===== config.mk =====
export PLATFORM = sky130hd
export DESIGN_NAME = dfe_bit_deframer
export DESIGN_NICKNAME = d
export VERILOG_FILES = /design/src/rtl/dfe_bit_deframer.sv
export SDC_FILE = /design/constraint.sdc
export NUM_CORES = 1
export LEC_CHECK = 0
export CAP_MARGIN = 15
export CORE_MARGIN = 2
export CORE_UTILIZATION = 64
export CTS_CLUSTER_DIAMETER = 100
export DETAILED_ROUTE_END_ITERATION = 7
export PLACE_DENSITY = 0.83
export SLEW_MARGIN = 20
export SYNTH_ARGS = -nofsm -noshare
export SYNTH_HDL_FRONTEND = slang
export SYNTH_SLANG_ARGS = --single-unit

===== constraint.sdc =====
create_clock -name clk -period 7.3 [get_ports clk]
set_input_delay 1.095 -clock clk [delete_from_list [all_inputs] [get_ports clk]]
set_output_delay 1.095 -clock clk [all_outputs]
set_load 0.01 [all_outputs]

===== src/rtl/dfe_bit_deframer.sv =====
// Bit-stream deframer for the DFE decision output: sync-word search with flywheel,
// MSB-first byte packing, and a small output FIFO toward the MAC.
module dfe_bit_deframer #(
    parameter logic [15:0] SYNC_WORD   = 16'hA5F0,
    parameter int          SYNC_TOL    = 1,
    parameter int          FRAME_BYTES = 32,
    parameter int          MISS_MAX    = 2,
    parameter int          FIFO_DEPTH  = 4
) (
    input  logic       clk,
    input  logic       reset,
    input  logic       bit_in,
    input  logic       bit_valid,
    output logic [7:0] byte_out,
    output logic       byte_sof,
    output logic       byte_valid,
    input  logic       byte_ready,
    output logic       locked,
    output logic       overrun
);
    localparam int BCW = $clog2(FRAME_BYTES + 1);
    localparam int MW  = $clog2(MISS_MAX + 1);
    localparam int AW  = $clog2(FIFO_DEPTH);

    typedef enum logic [1:0] {SEARCH, LOCKED, CHECK} state_t;

    state_t          state;
    logic [15:0]     sreg;
    logic [15:0]     cand;
    logic [4:0]      errs;
    logic            sync_ok;
    logic [2:0]      bitcnt;
    logic [BCW-1:0]  bytecnt;
    logic [MW-1:0]   miss;
    logic [3:0]      chkcnt;
    logic            sof_pend;

    // Sync compare uses the window that includes the bit arriving this clk.
    always_comb begin
        cand = {sreg[14:0], bit_in};
        errs = '0;
        for (int i = 0; i < 16; i++) begin
            errs = errs + {4'b0, cand[i] ^ SYNC_WORD[i]};
        end
        sync_ok = (errs <= 5'(SYNC_TOL));
    end

    always_ff @(posedge clk) begin
        if (reset) begin
            state    <= SEARCH;
            sreg     <= '0;
            bitcnt   <= '0;
            bytecnt  <= '0;
            miss     <= '0;
            chkcnt   <= '0;
            sof_pend <= 1'b0;
        end else if (bit_valid) begin
            sreg <= cand;
            case (state)
                SEARCH: begin
                    if (sync_ok) begin
                        state    <= LOCKED;
                        bitcnt   <= '0;
                        bytecnt  <= '0;
                        miss     <= '0;
                        sof_pend <= 1'b1;
                    end
                end
                LOCKED: begin
                    bitcnt <= bitcnt + 3'd1;
                    if (bitcnt == 3'd7) begin
                        sof_pend <= 1'b0;
                        if (bytecnt == BCW'(FRAME_BYTES - 1)) begin
                            state   <= CHECK;
                            bytecnt <= '0;
                            chkcnt  <= '0;
                        end else begin
                            bytecnt <= bytecnt + BCW'(1);
                        end
                    end
                end
                CHECK: begin
                    chkcnt <= chkcnt + 4'd1;
                    if (chkcnt == 4'd15) begin
                        bitcnt  <= '0;
                        bytecnt <= '0;
                        if (sync_ok) begin
                            miss     <= '0;
                            state    <= LOCKED;
                            sof_pend <= 1'b1;
                        end else if ((miss + MW'(1)) == MW'(MISS_MAX)) begin
                            miss  <= '0;
                            state <= SEARCH;
                        end else begin
                            // Flywheel: trust the frame timing through a bad sync.
                            miss     <= miss + MW'(1);
                            state    <= LOCKED;
                            sof_pend <= 1'b1;
                        end
                    end
                end
                default: state <= SEARCH;
            endcase
        end
    end

    assign locked = (state != SEARCH);

    // byte_valid/byte_ready: the head entry transfers on any rising clk where both
    // are high; byte_out/byte_sof stay stable while byte_valid is high and unaccepted.
    logic [8:0]  mem [FIFO_DEPTH];
    logic [AW-1:0] wr_ptr, rd_ptr;
    logic [AW:0] count;
    logic [8:0]  head, last;
    logic        full, empty, wr_req, wr_en, rd_en;

    assign full   = (count == (AW+1)'(FIFO_DEPTH));
    assign empty  = (count == '0);
    assign wr_req = bit_valid && (state == LOCKED) && (bitcnt == 3'd7);
    assign rd_en  = !empty && byte_ready;
    assign wr_en  = wr_req && (!full || rd_en);
    assign head   = mem[rd_ptr];

    always_ff @(posedge clk) begin
        if (wr_en) begin
            mem[wr_ptr] <= {sof_pend, sreg[6:0], bit_in};
        end
    end

    always_ff @(posedge clk) begin
        if (reset) begin
            wr_ptr  <= '0;
            rd_ptr  <= '0;
            count   <= '0;
            last    <= '0;
            overrun <= 1'b0;
        end else begin
            if (wr_en) begin
                wr_ptr <= wr_ptr + AW'(1);
            end
            if (rd_en) begin
                rd_ptr <= rd_ptr + AW'(1);
                last   <= head;
            end
            if (wr_en && !rd_en) begin
                count <= count + (AW+1)'(1);
            end else if (!wr_en && rd_en) begin
                count <= count - (AW+1)'(1);
            end
            overrun <= wr_req && full && !rd_en;
        end
    end

    // When empty the outputs repeat the most recently consumed entry.
    assign byte_valid = !empty;
    assign byte_out   = empty ? last[7:0] : head[7:0];
    assign byte_sof   = empty ? last[8]   : head[8];

endmodule


Yosys cells after proc, flatten, opt, wreduce, memory -nomap -nowiden --
Memory sizes are Yosys's and may differ from the RTL's. A register that Yosys moved wholly into a read port is not among the register bits. Index checks and enable logic that the tools add are counted.
Operators by class: reductions and logical operators 26, muxes and demuxes 37, bitwise logic cells 8, equality and inequality tests 12, $add $sub $neg 23, order comparisons 1
Operators with widths (count):
- adder 5 x 1 -> 5 bit | 11
- two-way mux 6 bit | 4
- two-way mux 2 bit | 10
- case mux 6 bit (3 select lines) | 1
- two-way mux 3 bit | 4
- AND reduction 4 bit | 3
- two-way mux 1 bit | 10
- AND reduction 5 bit | 2
- case mux 3 bit (3 select lines) | 1
- logical AND 1 bit | 8
- two-way mux 4 bit | 2
- two-way mux 8 bit | 1
- != test 2 bit, second input constant | 4
- inverter 1 bit | 8
- case mux 4 bit (2 select lines) | 1
- nonzero test 2 bit | 4
- adder 2 x 1 -> 2 bit, second input constant | 3
- adder 3 x 1 -> 3 bit, second input constant | 2
- adder 6 x 1 -> 6 bit, second input constant | 1
- equality test 3 bit, second input constant | 2
- equality test 6 x 5 -> 1 bit, second input constant | 1
- case mux 2 bit (3 select lines) | 1
- AND reduction 6 bit | 1
- adder 4 x 1 -> 5 bit | 1
- 17 further kinds | 21
Word-level totals: logic and storage cells 120, output and inout port bits 12, bits in registers 50, memories 1, bits in writable memories 36
Memories:
- mem | depth 4, width 9, read ports 1, clocked after memory_dff 1, wr ports 1, line 111 | logic [8:0] mem [FIFO_DEPTH];

Depth between registers and ports, before layout --
depth after elaboration 19, mapped depth 16

Least setup slack after synthesis --
OpenSTA, ideal clock, no wires.
kind input to register, from input bit_in, to register bytecnt[0], cell stages on the path 14, data arrival time 4.933 ns, setup time 0.128 ns, data required time 7.172 ns, path slack 2.239 ns, cell sequence fa_1 -> fa_1 -> fa_1 -> inv_1 -> fa_1 -> inv_1 -> ha_1 -> inv_1 -> fa_1 -> or3b_1 -> a211o_4 -> a21oi_4 -> mux2i_1 -> nor2_1
On the way: cells in the longest elaborated chain, start to end 18
RTL lines:
- start, declared | line 12 | input logic bit_in,
- adder 1 x 1 -> 2 bit | line 43 | errs = errs + {4'b0, cand[i] ^ SYNC_WORD[i]};
- adder 2 x 1 -> 3 bit | line 43
- adder 3 x 1 -> 4 bit | line 43
- adder 4 x 1 -> 5 bit | line 43
- adder 5 x 1 -> 5 bit (11 in a row) | line 43
- less-or-equal comparator 5 x 1 -> 1 bit | line 45 | sync_ok = (errs <= 5'(SYNC_TOL));
- != test 2 bit (no line)
- AND reduction 5 bit (no line)
- end signal, assigned | line 78 | bytecnt <= bytecnt + BCW'(1);
- end, declared | line 33 | logic [BCW-1:0] bytecnt;
Every way passes these cells. A chain may end at the register's enable or synchronous reset.

Final worst setup path --
Same ends and word-level chain as after synthesis.

==> results.yml <==
global_routing:
  grt_use_total: 0.206
  grt_pass1_wl_um: 11400
  grt-ovfl-total: 0
  grt_max_degree: 52
  grt_pass1_vias: 2448
  antenna_found_initial: 0
route:
  antenna_left: 0
  num_vias: 2596
  wirelength_um: 6760
  vias_per_cell: 5.76
  drt_iter0_drc: 147
  post_drt_wl_per_cell_um: 15.0
  drt_first_pass_iters: 4
  drc: 0
setup_path:
  arrival_ps: 5710
  cp-end-kind: "register"
  path_buf_inv: 4
  r2r_start: "sreg[6]"
  required_ps: 7510
  critical_path.top_delay_family: "adder cells"
  r2r-end: "bytecnt[0]"
  cpMostUsedCell: "fa_1"
  crit_chain: "clkdlybuf4s50_1, fa_1, fa_1, fa_1, inv_1, fa_1, inv_1, ha_1, inv_1, fa_1, or3b_1, a211o_4, a21oi_4, mux2i_1, nor2_1"
  crit_type: "input pin to register"
  cp_slowest_stage_delay_ps: 610
  critPathLaunchType: "input pin"
  ff2ff_path_depth: 15
  crit_fanout: 8
  r2r_slack_ps: 2630
  slowest_stage: "fa_1"
synth:
  synthTopCellsByCount: "dfxtp_1, edfxtp_1, nor2_1"
  synth_area_mm2: 0.00407
  ys_seq_area_frac: 0.521
  synth_cell_types: 44
  yosys-top-cells-area: "edfxtp_1, dfxtp_1, fa_1"
  synthArstFlopShare: 0
  synth.top_cell.area_share: 0.266
  synth_nets: 387
  synth_edf_count: 36
  ys_ff_latch: 88
  ys.flop_type: "dfxtp_1"
  synthCells: 357
  syn_avg_cell_area_um2: 11.4
  synth_area_leader_cell: "edfxtp_1"
  synth_warnings: 0
  synth_most_common_cell: "dfxtp_1"
worst_hold_path:
  min_path_type: "register to register"
  whs_path_depth: 2
  hold_path_end: "last[7]"
  min_from: "last[7]"
run_status:
  status: "finished, final reports clean"
cts:
  cts_tree: "built"
  cts.sinks: 88
  clock_path_buffers: 2
  cts_resized: 0
  htreeDepth: 3
  path_clk_slew_ps: 80
  post_cts_buffers: 0
  insertion_delay_ps: 360
  hold_buffers: 0
  cts_buffers: 9
  cts_root_buf: "clkbuf_8"
die:
  die_area_mm2: 0.00702
  die_y_um: 83.8
  initial_utilization: 0.652
  rows: 29
  die_w_um: 83.8
  core_area_mm2: 0.00624
  ioPinCount: 17
sta:
  drv_slew: 0
  finalHoldViolCount: 0
  fmax_ghz: 0.182
  post-route-period-util: 0.753
  setup_viol: 0
  relSlewSlack: 0.367
  grt_setup_unrepaired: "no"
  period_needed_ps: 5490
  finClkSkew_ps: 12.8
  worstMarginPinSlew_ps: 949
  final.setup.tns_ps: 0
layout:
  final_nets: 399
  final_util: 0.712
  diodes: 0
  fin_cells: 451
  area_delta_synth_final_pct: 9.19
  final_layout_size_suffix_gt1_frac: 0.112
run:
  maxCapViolations: 0
power:
  total_power_mw: 0.842
  max-vdd-ir-drop_v: 0.000129
  pwr_density_cell_mw_per_mm2: 189
  leakage_nw: 1.58
placed_design:
  hpwl_um: 4650
  port_buffers: 16
  placed_cells_incl_taps: 435
  gp_congestion: 0.750
==> power by group <==
group	leakage [nW]	internal [mW]	switching (mW)	total [mW]
registers	0.747	0.509	0.00151	0.510
logic	0.746	0.00720	0.0128	0.0200
clock network	0.0912	0.136	0.176	0.312
total	1.58	0.652	0.190	0.842
==> per-layer routing <==
| metal | GRT usage | vias to the layer above | part of all wire |
|---|---|---|---|
| met5 | 0 | - | 0 |
| met4 | 0.0953 | 0 | 0.018 |
| met3 | 0.0435 | 10 | 0.033 |
| met2 | 0.342 | 58 | 0.49 |
| met1 | 0.260 | 1264 | 0.46 |
| li1 | - | 1264 | - |
==> worst max path at each step <==
stage	depth (start not counted)	startpoint	end	slack [ps]
detailed placement	15	bit_in	bytecnt[0]	1430
floorplan	14	bit_in	bytecnt[0]	2240
global placement	15	bit_in	bytecnt[0]	1510
global route	15	bit_in	bytecnt[0]	1600
CTS	15	bit_in	bytecnt[0]	1790
finish	15	bit_in	bytecnt[0]	1810
==> logic make-up (layout without fill, tap and decap cells) <==
logic type	Yosys count	in the layout	synth area share
compound gates	40	40	0.0670
xor+xnor	7	7	0.0151
flops	88	88	0.521
fa+ha+maj	25	25	0.0971
buf+inv	48	65	0.0452
mux	37	37	0.121
simple gates	112	112	0.133
==> worst register-to-register path, delay by kind of cell (launching register included) <==
family                     cells  cell delay [ps]
adders and majority gates      6             2550
and+or+nand+nor                2              410
DFF                            1              450
muxes                          1              230
buffers and inverters          4              260
AOI/OAI and AO/OA              2              640
==> cells in the final DEF, fill, tap and decap left out, drive strengths merged <==
cell | Yosys | final
mux2 | 9 | 9
nor3 | 4 | 4
or3 | 3 | 3
buf | 4 | 2
a211oi | 1 | 1
and3 | 1 | 1
dfxtp | 52 | 52
nor4b | 2 | 2
nand4b | 2 | 2
o31ai | 1 | 1
clkinv | 1 | 1
and2 | 6 | 6
ha | 14 | 14
mux4 | 9 | 9
xnor2 | 2 | 2
nor4 | 1 | 1
nand2 | 34 | 34
clkdlybuf4s50 | 0 | 15
nand3b | 2 | 2
fa | 11 | 11
a311oi | 7 | 7
xor2 | 5 | 5
clkbuf | 12 | 11
a211o | 2 | 2
clkinvlp | 0 | 1
o21ai | 6 | 6
o211ai | 1 | 1
inv | 31 | 35
edfxtp | 36 | 36
nor2b | 3 | 3
nor3b | 1 | 1
nor2 | 37 | 37
nand3 | 8 | 8
or3b | 1 | 1
a221o | 1 | 1
nand4 | 2 | 2
a21oi | 19 | 19
a31oi | 2 | 2
mux2i | 19 | 19
nand2b | 5 | 5
==> stage by stage <==
| stage | worst slack, ps | area [um^2] | hold WS (ps) |
|---|---|---|---|
| floorplan | 2240 | 4070 | 434 |
| global placement | 1510 | 4270 | 439 |
| detailed placement | 1430 | 4270 | 444 |
| CTS | 1790 | 4450 | 456 |
| global route | 1600 | 4450 | 482 |
| finish | 1810 | 4450 | 454 |
==> area by class of cell <==
cell class                 instances  area (um^2)
timing repair buffer              17          163
sequential                        88         2120
clock inverter                     5         37.5
clock buffer                      11          141
tap                               77         96.3
fill                             463         1800
multi-input combinational        221         1770
inverter                          32          120
==> registers in the layout (all words and copies together), names as in the netlist, named ones only <==
signal / flops
rd_ptr: 2
bytecnt: 6
state: 2
sreg: 15
mem: 36
wr_ptr: 2
count: 3
sof_pend: 1
bitcnt: 3
chkcnt: 4
last: 9
overrun: 1
miss: 2
Note: power is estimated with default switching activity, not from simulation.
